==> config.mk <==
export PLATFORM = sky130hd
export DESIGN_NAME = sc_statemachine_point_repeat
export DESIGN_NICKNAME = d
export VERILOG_FILES = /design/src/rtl/sc_statemachine_point_repeat.sv
export SDC_FILE = /design/constraint.sdc
export NUM_CORES = 1
export LEC_CHECK = 0
export CAP_MARGIN = 15
export CORE_UTILIZATION = 60
export DETAILED_ROUTE_END_ITERATION = 16
export PLACE_DENSITY = 0.94
export RECOVER_POWER = 100
export SETUP_SLACK_MARGIN = 0.05
export SYNTH_ARGS = -nofsm -noshare
export SYNTH_HDL_FRONTEND = slang
export SYNTH_SLANG_ARGS = --single-unit
==> constraint.sdc <==
create_clock -name SC_STATEMACHINEPOINTREPEAT_CLOCK_50 -period 4.2 [get_ports SC_STATEMACHINEPOINTREPEAT_CLOCK_50]
set_clock_uncertainty 0.1 [all_clocks]
set_input_delay 1.05 -clock SC_STATEMACHINEPOINTREPEAT_CLOCK_50 [delete_from_list [all_inputs] [get_ports SC_STATEMACHINEPOINTREPEAT_CLOCK_50]]
set_output_delay 1.05 -clock SC_STATEMACHINEPOINTREPEAT_CLOCK_50 [all_outputs]
set_load 0.02 [all_outputs]
==> src/rtl/sc_statemachine_point_repeat.sv <==
// Point/frog movement controller with hold-to-auto-repeat.
// Decodes four active-low direction buttons into one-cycle load/shift strobes
// for the point register bank, honouring the top/bottom/left/right edge
// comparators. A held button repeats its move after DELAY_CYCLES, then every
// REPEAT_CYCLES, while it stays held and unblocked (REPEAT_EN=1).
//
// Ports:
//   SC_STATEMACHINEPOINTREPEAT_CLOCK_50                 system clock
//   SC_STATEMACHINEPOINTREPEAT_RESET_InLow              async reset, active low
//   SC_STATEMACHINEPOINTREPEAT_{up,down,left,right}Button_InLow  buttons, 0 = pressed
//   SC_STATEMACHINEPOINTREPEAT_topsidecomparator_InLow     0 = on top row
//   SC_STATEMACHINEPOINTREPEAT_bottomsidecomparator_InLow  0 = on bottom row
//   SC_STATEMACHINEPOINTREPEAT_sidecomparator_InBus     10 = left edge, 01 = right edge
//   SC_STATEMACHINEPOINTREPEAT_changeP_InBus            01 = clear, 10 = image
//   SC_STATEMACHINEPOINTREPEAT_clear_OutLow             clear strobe
//   SC_STATEMACHINEPOINTREPEAT_changeP_OutLow           image/load-initial strobe
//   SC_STATEMACHINEPOINTREPEAT_load0_OutLow             up-move strobe
//   SC_STATEMACHINEPOINTREPEAT_load1_OutLow             down-move strobe
//   SC_STATEMACHINEPOINTREPEAT_shiftselection_Out       01 left, 10 right, 11 hold
module sc_statemachine_point_repeat #(
  parameter int unsigned DELAY_CYCLES  = 25000000,
  parameter int unsigned REPEAT_CYCLES = 5000000,
  parameter int unsigned CNT_WIDTH     = 25,
  parameter bit          REPEAT_EN     = 1'b1
) (
  input  logic       SC_STATEMACHINEPOINTREPEAT_CLOCK_50,
  input  logic       SC_STATEMACHINEPOINTREPEAT_RESET_InLow,
  input  logic       SC_STATEMACHINEPOINTREPEAT_upButton_InLow,
  input  logic       SC_STATEMACHINEPOINTREPEAT_downButton_InLow,
  input  logic       SC_STATEMACHINEPOINTREPEAT_leftButton_InLow,
  input  logic       SC_STATEMACHINEPOINTREPEAT_rightButton_InLow,
  input  logic       SC_STATEMACHINEPOINTREPEAT_topsidecomparator_InLow,
  input  logic       SC_STATEMACHINEPOINTREPEAT_bottomsidecomparator_InLow,
  input  logic [1:0] SC_STATEMACHINEPOINTREPEAT_sidecomparator_InBus,
  input  logic [1:0] SC_STATEMACHINEPOINTREPEAT_changeP_InBus,
  output logic       SC_STATEMACHINEPOINTREPEAT_clear_OutLow,
  output logic       SC_STATEMACHINEPOINTREPEAT_changeP_OutLow,
  output logic       SC_STATEMACHINEPOINTREPEAT_load0_OutLow,
  output logic       SC_STATEMACHINEPOINTREPEAT_load1_OutLow,
  output logic [1:0] SC_STATEMACHINEPOINTREPEAT_shiftselection_Out
);

  typedef enum logic [3:0] {
    ST_RESET,
    ST_CHECK,
    ST_CLEAR,
    ST_IMAGE,
    ST_UP,
    ST_DOWN,
    ST_LEFT,
    ST_RIGHT,
    ST_HOLD_DELAY,
    ST_HOLD_REPEAT
  } state_e;

  typedef enum logic [1:0] {
    DIR_UP,
    DIR_DOWN,
    DIR_LEFT,
    DIR_RIGHT
  } dir_e;

  localparam logic [CNT_WIDTH-1:0] DELAY_LIMIT  = CNT_WIDTH'(DELAY_CYCLES - 1);
  localparam logic [CNT_WIDTH-1:0] REPEAT_LIMIT = CNT_WIDTH'(REPEAT_CYCLES - 1);

  state_e               state, stateNext;
  dir_e                 dir, dirNext;
  logic [CNT_WIDTH-1:0] holdCnt, holdCntNext;
  logic                 repeatMove, repeatMoveNext;

  logic clearReq, imageReq;
  logic upOk, downOk, leftOk, rightOk;
  logic allReleased;
  logic dirOk;
  state_e dirState;
  logic [CNT_WIDTH-1:0] holdLimit;

  assign clearReq = (SC_STATEMACHINEPOINTREPEAT_changeP_InBus == 2'b01);
  assign imageReq = (SC_STATEMACHINEPOINTREPEAT_changeP_InBus == 2'b10);

  assign upOk    = !SC_STATEMACHINEPOINTREPEAT_upButton_InLow
                   && SC_STATEMACHINEPOINTREPEAT_topsidecomparator_InLow;
  assign downOk  = !SC_STATEMACHINEPOINTREPEAT_downButton_InLow
                   && SC_STATEMACHINEPOINTREPEAT_bottomsidecomparator_InLow;
  assign leftOk  = !SC_STATEMACHINEPOINTREPEAT_leftButton_InLow
                   && (SC_STATEMACHINEPOINTREPEAT_sidecomparator_InBus != 2'b10);
  assign rightOk = !SC_STATEMACHINEPOINTREPEAT_rightButton_InLow
                   && (SC_STATEMACHINEPOINTREPEAT_sidecomparator_InBus != 2'b01);

  assign allReleased = SC_STATEMACHINEPOINTREPEAT_upButton_InLow
                       && SC_STATEMACHINEPOINTREPEAT_downButton_InLow
                       && SC_STATEMACHINEPOINTREPEAT_leftButton_InLow
                       && SC_STATEMACHINEPOINTREPEAT_rightButton_InLow;

  assign holdLimit = (state == ST_HOLD_DELAY) ? DELAY_LIMIT : REPEAT_LIMIT;

  // Legality and target state of the latched direction; only this direction
  // may auto-repeat, whatever other buttons are held alongside it.
  always_comb begin
    dirOk    = 1'b0;
    dirState = ST_UP;
    case (dir)
      DIR_UP:    begin dirOk = upOk;    dirState = ST_UP;    end
      DIR_DOWN:  begin dirOk = downOk;  dirState = ST_DOWN;  end
      DIR_LEFT:  begin dirOk = leftOk;  dirState = ST_LEFT;  end
      DIR_RIGHT: begin dirOk = rightOk; dirState = ST_RIGHT; end
      default:   begin dirOk = 1'b0;    dirState = ST_UP;    end
    endcase
  end

  always_ff @(posedge SC_STATEMACHINEPOINTREPEAT_CLOCK_50
              or negedge SC_STATEMACHINEPOINTREPEAT_RESET_InLow) begin
    if (!SC_STATEMACHINEPOINTREPEAT_RESET_InLow) begin
      state      <= ST_RESET;
      dir        <= DIR_UP;
      holdCnt    <= '0;
      repeatMove <= 1'b0;
    end else begin
      state      <= stateNext;
      dir        <= dirNext;
      holdCnt    <= holdCntNext;
      repeatMove <= repeatMoveNext;
    end
  end

  always_comb begin
    stateNext      = state;
    dirNext        = dir;
    holdCntNext    = holdCnt;
    repeatMoveNext = repeatMove;

    SC_STATEMACHINEPOINTREPEAT_clear_OutLow        = 1'b1;
    SC_STATEMACHINEPOINTREPEAT_changeP_OutLow      = 1'b1;
    SC_STATEMACHINEPOINTREPEAT_load0_OutLow        = 1'b1;
    SC_STATEMACHINEPOINTREPEAT_load1_OutLow        = 1'b1;
    SC_STATEMACHINEPOINTREPEAT_shiftselection_Out  = 2'b11;

    case (state)
      ST_RESET: begin
        SC_STATEMACHINEPOINTREPEAT_changeP_OutLow = 1'b0;
        stateNext = ST_CHECK;
      end

      ST_CHECK: begin
        if (clearReq) begin
          stateNext = ST_CLEAR;
        end else if (imageReq) begin
          stateNext = ST_IMAGE;
        end else if (upOk) begin
          stateNext = ST_UP;    dirNext = DIR_UP;    repeatMoveNext = 1'b0;
        end else if (downOk) begin
          stateNext = ST_DOWN;  dirNext = DIR_DOWN;  repeatMoveNext = 1'b0;
        end else if (leftOk) begin
          stateNext = ST_LEFT;  dirNext = DIR_LEFT;  repeatMoveNext = 1'b0;
        end else if (rightOk) begin
          stateNext = ST_RIGHT; dirNext = DIR_RIGHT; repeatMoveNext = 1'b0;
        end
      end

      ST_UP, ST_DOWN, ST_LEFT, ST_RIGHT: begin
        case (state)
          ST_UP:    SC_STATEMACHINEPOINTREPEAT_load0_OutLow       = 1'b0;
          ST_DOWN:  SC_STATEMACHINEPOINTREPEAT_load1_OutLow       = 1'b0;
          ST_LEFT:  SC_STATEMACHINEPOINTREPEAT_shiftselection_Out = 2'b01;
          default:  SC_STATEMACHINEPOINTREPEAT_shiftselection_Out = 2'b10;
        endcase
        stateNext   = repeatMove ? ST_HOLD_REPEAT : ST_HOLD_DELAY;
        holdCntNext = '0;
      end

      ST_HOLD_DELAY, ST_HOLD_REPEAT: begin
        if (clearReq) begin
          stateNext   = ST_CLEAR;
          holdCntNext = '0;
        end else if (imageReq) begin
          stateNext   = ST_IMAGE;
          holdCntNext = '0;
        end else if (allReleased) begin
          stateNext   = ST_CHECK;
          holdCntNext = '0;
        end else if (holdCnt == holdLimit) begin
          // Counter restarts at the limit either way; a blocked or released
          // dir simply re-arms the same hold phase.
          holdCntNext = '0;
          if (REPEAT_EN && dirOk) begin
            stateNext      = dirState;
            repeatMoveNext = 1'b1;
          end
        end else begin
          holdCntNext = holdCnt + CNT_WIDTH'(1);
        end
      end

      ST_IMAGE: begin
        SC_STATEMACHINEPOINTREPEAT_changeP_OutLow = 1'b0;
        if (!imageReq) stateNext = ST_CLEAR;
      end

      ST_CLEAR: begin
        SC_STATEMACHINEPOINTREPEAT_clear_OutLow = 1'b0;
        stateNext = ST_CHECK;
      end

      default: stateNext = ST_CHECK;
    endcase
  end

endmodule

# ---- Word level (Yosys, flattened, before mapping)
# Index checks and enable logic that the tools add are counted.
# Widths: inputs -> output; s select.
dict set report word_totals {
  elab_cells 105
  register_bits 32
  input_bits 12
  output_inout_bits 6
}
dict set report classes {
  addsub 1
  n_eq_ne 29
  reduce_logical 23
  muxes 46
  bitwise 2
}
# cell count
set ops {}
lappend ops {{$mux 25} 5}
lappend ops {{$pmux 25 s2} 1}
lappend ops {{$mux 4} 12}
lappend ops {{$pmux 4 s4} 2}
lappend ops {{$add 25x1->25 const B} 1}
lappend ops {{$eq 25x25->1} 1}
lappend ops {{$mux 1} 18}
lappend ops {{$ne 2x2->1 const B} 9}
lappend ops {{$eq 4x3->1 const B} 4}
lappend ops {{$ne 5x5->1 const B} 3}
lappend ops {{$mux 2} 5}
lappend ops {{$reduce_and 9->1} 1}
lappend ops {{$eq 4x2->1 const B} 2}
lappend ops {{$eq 4x4->1 const B} 2}
lappend ops {{$reduce_and 4->1} 2}
lappend ops {{$logic_and 1x1->1} 7}
lappend ops {{$ne 7x7->1 const B} 1}
lappend ops {{$eq 2x2->1 const B} 3}
lappend ops {{$reduce_or 2->1} 3}
lappend ops {{$eq 2x1->1 const B} 2}
lappend ops {{$eq 4x1->1 const B} 1}
lappend ops {{$logic_not 1->1} 4}
lappend ops {{$logic_not 4->1} 1}
lappend ops {{$pmux 1 s4} 1}
lappend ops {{other kinds (8)} 10}

# ---- Logic depth before layout (Yosys ltp)
dict set report depth {
  depth_word 9
  mapped_depth 9
  depth_no_buf 7
}

# ---- Worst setup path after synthesis
# Ideal clock, no wire load.
dict set report synth_timing {
  path_kind {input to register}
  start {input SC_STATEMACHINEPOINTREPEAT_changeP_InBus[0]}
  end {register holdCnt[8]}
  setup_time_ns 0.083
  path_buffers 1
  t_arrival_ns 2.577
  required_time_ns 4.017
  setup_slack_ns 1.440
  path_stages 8
  path_cell_list {inv_1 -> ha_1 -> nor2_1 -> nand2_1 -> or2_2 -> buf_4 -> or4_1 -> o21ai_0}
}
dict set report synth_via {
  elab_chain_len 4
  word_cells_on_any_way 5
  cone_classes {eq/ne (2); mux (3)}
}
# item line
set synth_lines {}
lappend synth_lines {{start: declaration} 35} ;# input logic [1:0] SC_STATEMACHINEPOINTREPEAT_changeP_InBus,
lappend synth_lines {{$eq 2x2->1} 79} ;# assign imageReq = (SC_STATEMACHINEPOINTREPEAT_changeP_InBus == 2'b10);
lappend synth_lines {{$mux 25} 175} ;# end else if (imageReq) begin
lappend synth_lines {{$mux 25 (*)} 172} ;# if (clearReq) begin
lappend synth_lines {{$pmux 25 s2 (*)} 138} ;# case (state)
lappend synth_lines {{end signal: assignment} 121} ;# holdCnt <= holdCntNext;
lappend synth_lines {{end: declaration} 68} ;# logic [CNT_WIDTH-1:0] holdCnt, holdCntNext;
# Every way passes the cells marked *; elsewhere a longest branch is shown, timed or not.
# A chain may end at the register's enable or synchronous reset.

# ---- Worst setup path after layout
dict set report layout_timing {
  start {input SC_STATEMACHINEPOINTREPEAT_changeP_InBus[0]}
  end {register holdCnt[14]}
}
# The elaborated chain is that of the path after synthesis.

==> impl_metrics.py <==
metrics = {
    "setup_path": {
        "path_cells": "dlygate4sd3_1 > inv_1 > ha_1 > nor2_1 > nand2_1 > nor2_1 > clkbuf_1 > nor2_1 > nor2_1",
        "worstPathArrival_ns": 3.53,
        "cpMaxStageDelayCell": "clkbuf_1",
        "critPathMaxFanout": 20,
        "reg2reg_slack_ns": 0.87,
        "critPathKind": "input pin to flip-flop",
        "path_common_cell": "nor2_1",
        "end_kind": "flip-flop",
        "reg2reg_depth": 7,
        "r2r-start": "holdCnt[9]$_DFFE_PN0P_",
        "crit_path_start_kind": "input pin",
        "r2r_end": "holdCnt[14]$_DFFE_PN0P_",
        "cpPeakStageDelay_ns": 0.64,
        "crit_required_ns": 4.36,
    },
    "pwr": {
        "peakVddDrop_uv": 297.3,
        "internal_power_mw": 0.6166,
        "power-per-cell-area_nw_per_um2": 455.8,
        "p_sw_share_pct": 39.40,
        "pwr-share-seq_pct": 42.0,
        "clkPwrFrac_pct": 19.4,
        "pwr-share-comb_pct": 38.6,
        "power.leakage_nw": 0.9032,
        "p_sw_mw": 0.4008,
        "report.power.total_mw": 1.017,
    },
    "global_routing": {
        "grt_antenna_before_repair": 0,
        "grt_max_degree": 33,
        "grt-ovfl-total": 0,
        "grtUsageTotal_pct": 29.32,
        "grt_pass1_vias": 1738,
        "grt_first_pass_wirelength_um": 7741,
    },
    "floorplanning": {
        "rows": 20,
        "die_h_um": 59.85,
        "die_w_um": 59.85,
        "die_area_um2": 3582,
        "start_util_pct": 64.72,
        "core_area_um2": 3103,
        "io-pin-count": 18,
    },
    "sta": {
        "post-route-period-util_pct": 80.25,
        "slew_viol_final": 33,
        "rsz0062_at_grt": "false",
        "fin_ws_ns": 0.8294,
        "min_period_ns": 3.371,
        "max_slew_margin_pct": -15.51,
        "setup_viol": 0,
        "timing.fmax_ghz": 0.2967,
        "hold_viol": 0,
        "worst_pin_slew_ns": 1.733,
        "setup_tns_ns": 0,
    },
    "run_status": {
        "failed_checks": "max-capacitance violations, max-slew violations",
        "outcome": "finished, violations left",
    },
    "worst_hold_path": {
        "min_to": "holdCnt[19]$_DFFE_PN0P_",
        "hp-class": "flip-flop to flip-flop",
        "min_path_cells": 1,
        "hp-start": "holdCnt[19]$_DFFE_PN0P_",
    },
    "final_layout": {
        "antennaDiodeCount": 0,
        "nets": 256,
        "fillers": 258,
        "drive_gt1_share_pct": 6.639,
        "utilization_pct": 71.94,
        "mostFrequentLayoutCell": "dfrtp_1",
        "fin_area_um2": 2232,
        "syn_to_final_growth_pct": 11.15,
        "final_cell_mix": "dfrtp_1, nand2_1, nor2_1",
    },
    "placed_design": {
        "post-dp-hpwl_um": 3357,
        "post_dp_cell_area_um2": 2191,
        "dpl_worst_slack_ns": 0.8471,
        "gp_congestion": 0.8713,
        "portBuffers": 17,
    },
    "logic_synthesis": {
        "synth_top_family_by_area": "simple AND/OR/NAND/NOR gates",
        "yosysTopAreaCell": "dfrtp_1",
        "synth.area.top_cells": "dfrtp_1, nand2_1, a31oi_1",
        "synth_enable_flop_cells": 0,
        "synth_top_area_share_pct": 39.88,
        "yosysSeqAreaShare_pct": 39.88,
        "ys_types": 53,
        "ys_seq_elements": 32,
        "syn_area_per_cell_um2": 8.925,
        "yosys_warnings": 0,
        "synth_fp_nets": 240,
        "synth-simple-area-share_pct": 29.16,
        "async_reset_ff_share_pct": 100.0,
        "synth-compound-area-share_pct": 17.94,
        "synth-adder-area-share_pct": 1.869,
        "synthXorXnorAreaFrac_pct": 3.489,
        "synth_ff_type": "dfrtp_1",
        "muxShareOfSynthArea_pct": 3.302,
        "syn_inst": 225,
        "syn_area_um2": 2008,
    },
    "drt": {
        "wl_per_cell_um": 16.34,
        "drt_wl_total_um": 4658,
        "antenna_left": 0,
        "vias_per_cell": 6.428,
        "drtIter0Drc": 209,
        "drc": 0,
        "routed-via-count": 1832,
        "drt_pass1_iterations": 4,
    },
    "clocking": {
        "postCtsSetupBuffers": 0,
        "clk_latency_ns": 0.33,
        "cts_tree": "built",
        "ctsResizeCount": 0,
        "clockRootBuffer": "clkbuf_4",
        "ctsLongestPathBuffers": 2,
        "path_clk_slew_ns": 0.10,
        "hold_buffers": 0,
        "cts.sinks": 32,
        "cts_made_buffers": 5,
        "htree_levels": 2,
    },
    "run": {
        "cap_violations": 1,
    },
}
## synthesized netlist by cell type, drive strengths merged (2+ instances only)
cell     n
buf      4
a31o     2
nor3     3
xor2     5
and3    11
or3      5
xnor2    3
nor2    19
a31oi   12
nor4     2
o21ai   10
nand2b   2
or4      2
ha       3
nand2   27
dfrtp   32
nand3    8
mux2     3
nor4bb   2
a41oi    3
a21oi   13
nor2b    6
or2      3
inv      8
and4     5
clkbuf   6
nand4    6
## layout make-up
class	instances	area (um^2)	area share, %
timing repair buffer	19	177.7	7.960
sequential	32	800.8	35.87
inverter	8	30.03	1.345
tap	44	55.05	2.466
multi-input combinational	175	1104	49.44
clock buffer	7	65.06	2.915
## kinds of logic (layout without fill, tap and decap cells)
logic type	Yosys count	count (layout)
fa+ha+maj	3	3
flops	32	32
mux	5	5
simple gates	107	107
compound gates	52	52
buf+inv	18	34
xor+xnor	8	8
## per-layer routing
layer | GRT usage (%) | up-vias | wire length (um)
li1 | - | 866 | -
met5 | 0 | - | 0
met2 | 48.25 | 71 | 2321
met1 | 36.53 | 881 | 1974
met4 | 12.62 | 0 | 95
met3 | 7.143 | 14 | 266
## metrics by stage
step	std cells	hold WS, ns
global route	285	0.4267
detailed placement	278	0.3906
CTS	285	0.4058
global placement	278	0.3786
finish	285	0.4057
floorplan	225	0.3574
## critical path: cells and delay by family
| family | cells | cell delay [ns] |
|---|---|---|
| adders and majority gates | 1 | 0.23 |
| buffers and inverters | 3 | 1.25 |
| and+or+nand+nor | 5 | 1.00 |
## flip-flops by register name (all words and copies together) (netlist names)
| signal | cells |
|---|---|
| holdCnt | 25 |
| repeatMove | 1 |
| state | 4 |
| dir | 2 |
## power by group through the flow
stage | clock, mW | combinational (mW) | sequential (mW)
CTS | 0.199 | 0.409 | 0.426
detailed placement | 0 | 0.406 | 0.433
global route | 0.215 | 0.432 | 0.437
global placement | 0 | 0.396 | 0.425
finish | 0.197 | 0.392 | 0.428
floorplan | 0 | 0.318 | 0.399
## how the worst max path moves through the flow
stage	start	to	slack [ns]	cells past startpoint
6_report	SC_STATEMACHINEPOINTREPEAT_changeP_InBus[0]	holdCnt[14]$_DFFE_PN0P_	0.83	9
5_1_grt	SC_STATEMACHINEPOINTREPEAT_changeP_InBus[0]	holdCnt[9]$_DFFE_PN0P_	0.64	9
4_1_cts	SC_STATEMACHINEPOINTREPEAT_changeP_InBus[0]	holdCnt[8]$_DFFE_PN0P_	1.19	8
3_5_place_dp	SC_STATEMACHINEPOINTREPEAT_changeP_InBus[0]	holdCnt[8]$_DFFE_PN0P_	0.85	8
3_3_place_gp	SC_STATEMACHINEPOINTREPEAT_changeP_InBus[0]	holdCnt[8]$_DFFE_PN0P_	0.90	8
2_1_floorplan	SC_STATEMACHINEPOINTREPEAT_changeP_InBus[0]	holdCnt[8]$_DFFE_PN0P_	1.44	8
Note: power is estimated with default switching activity, not from simulation.
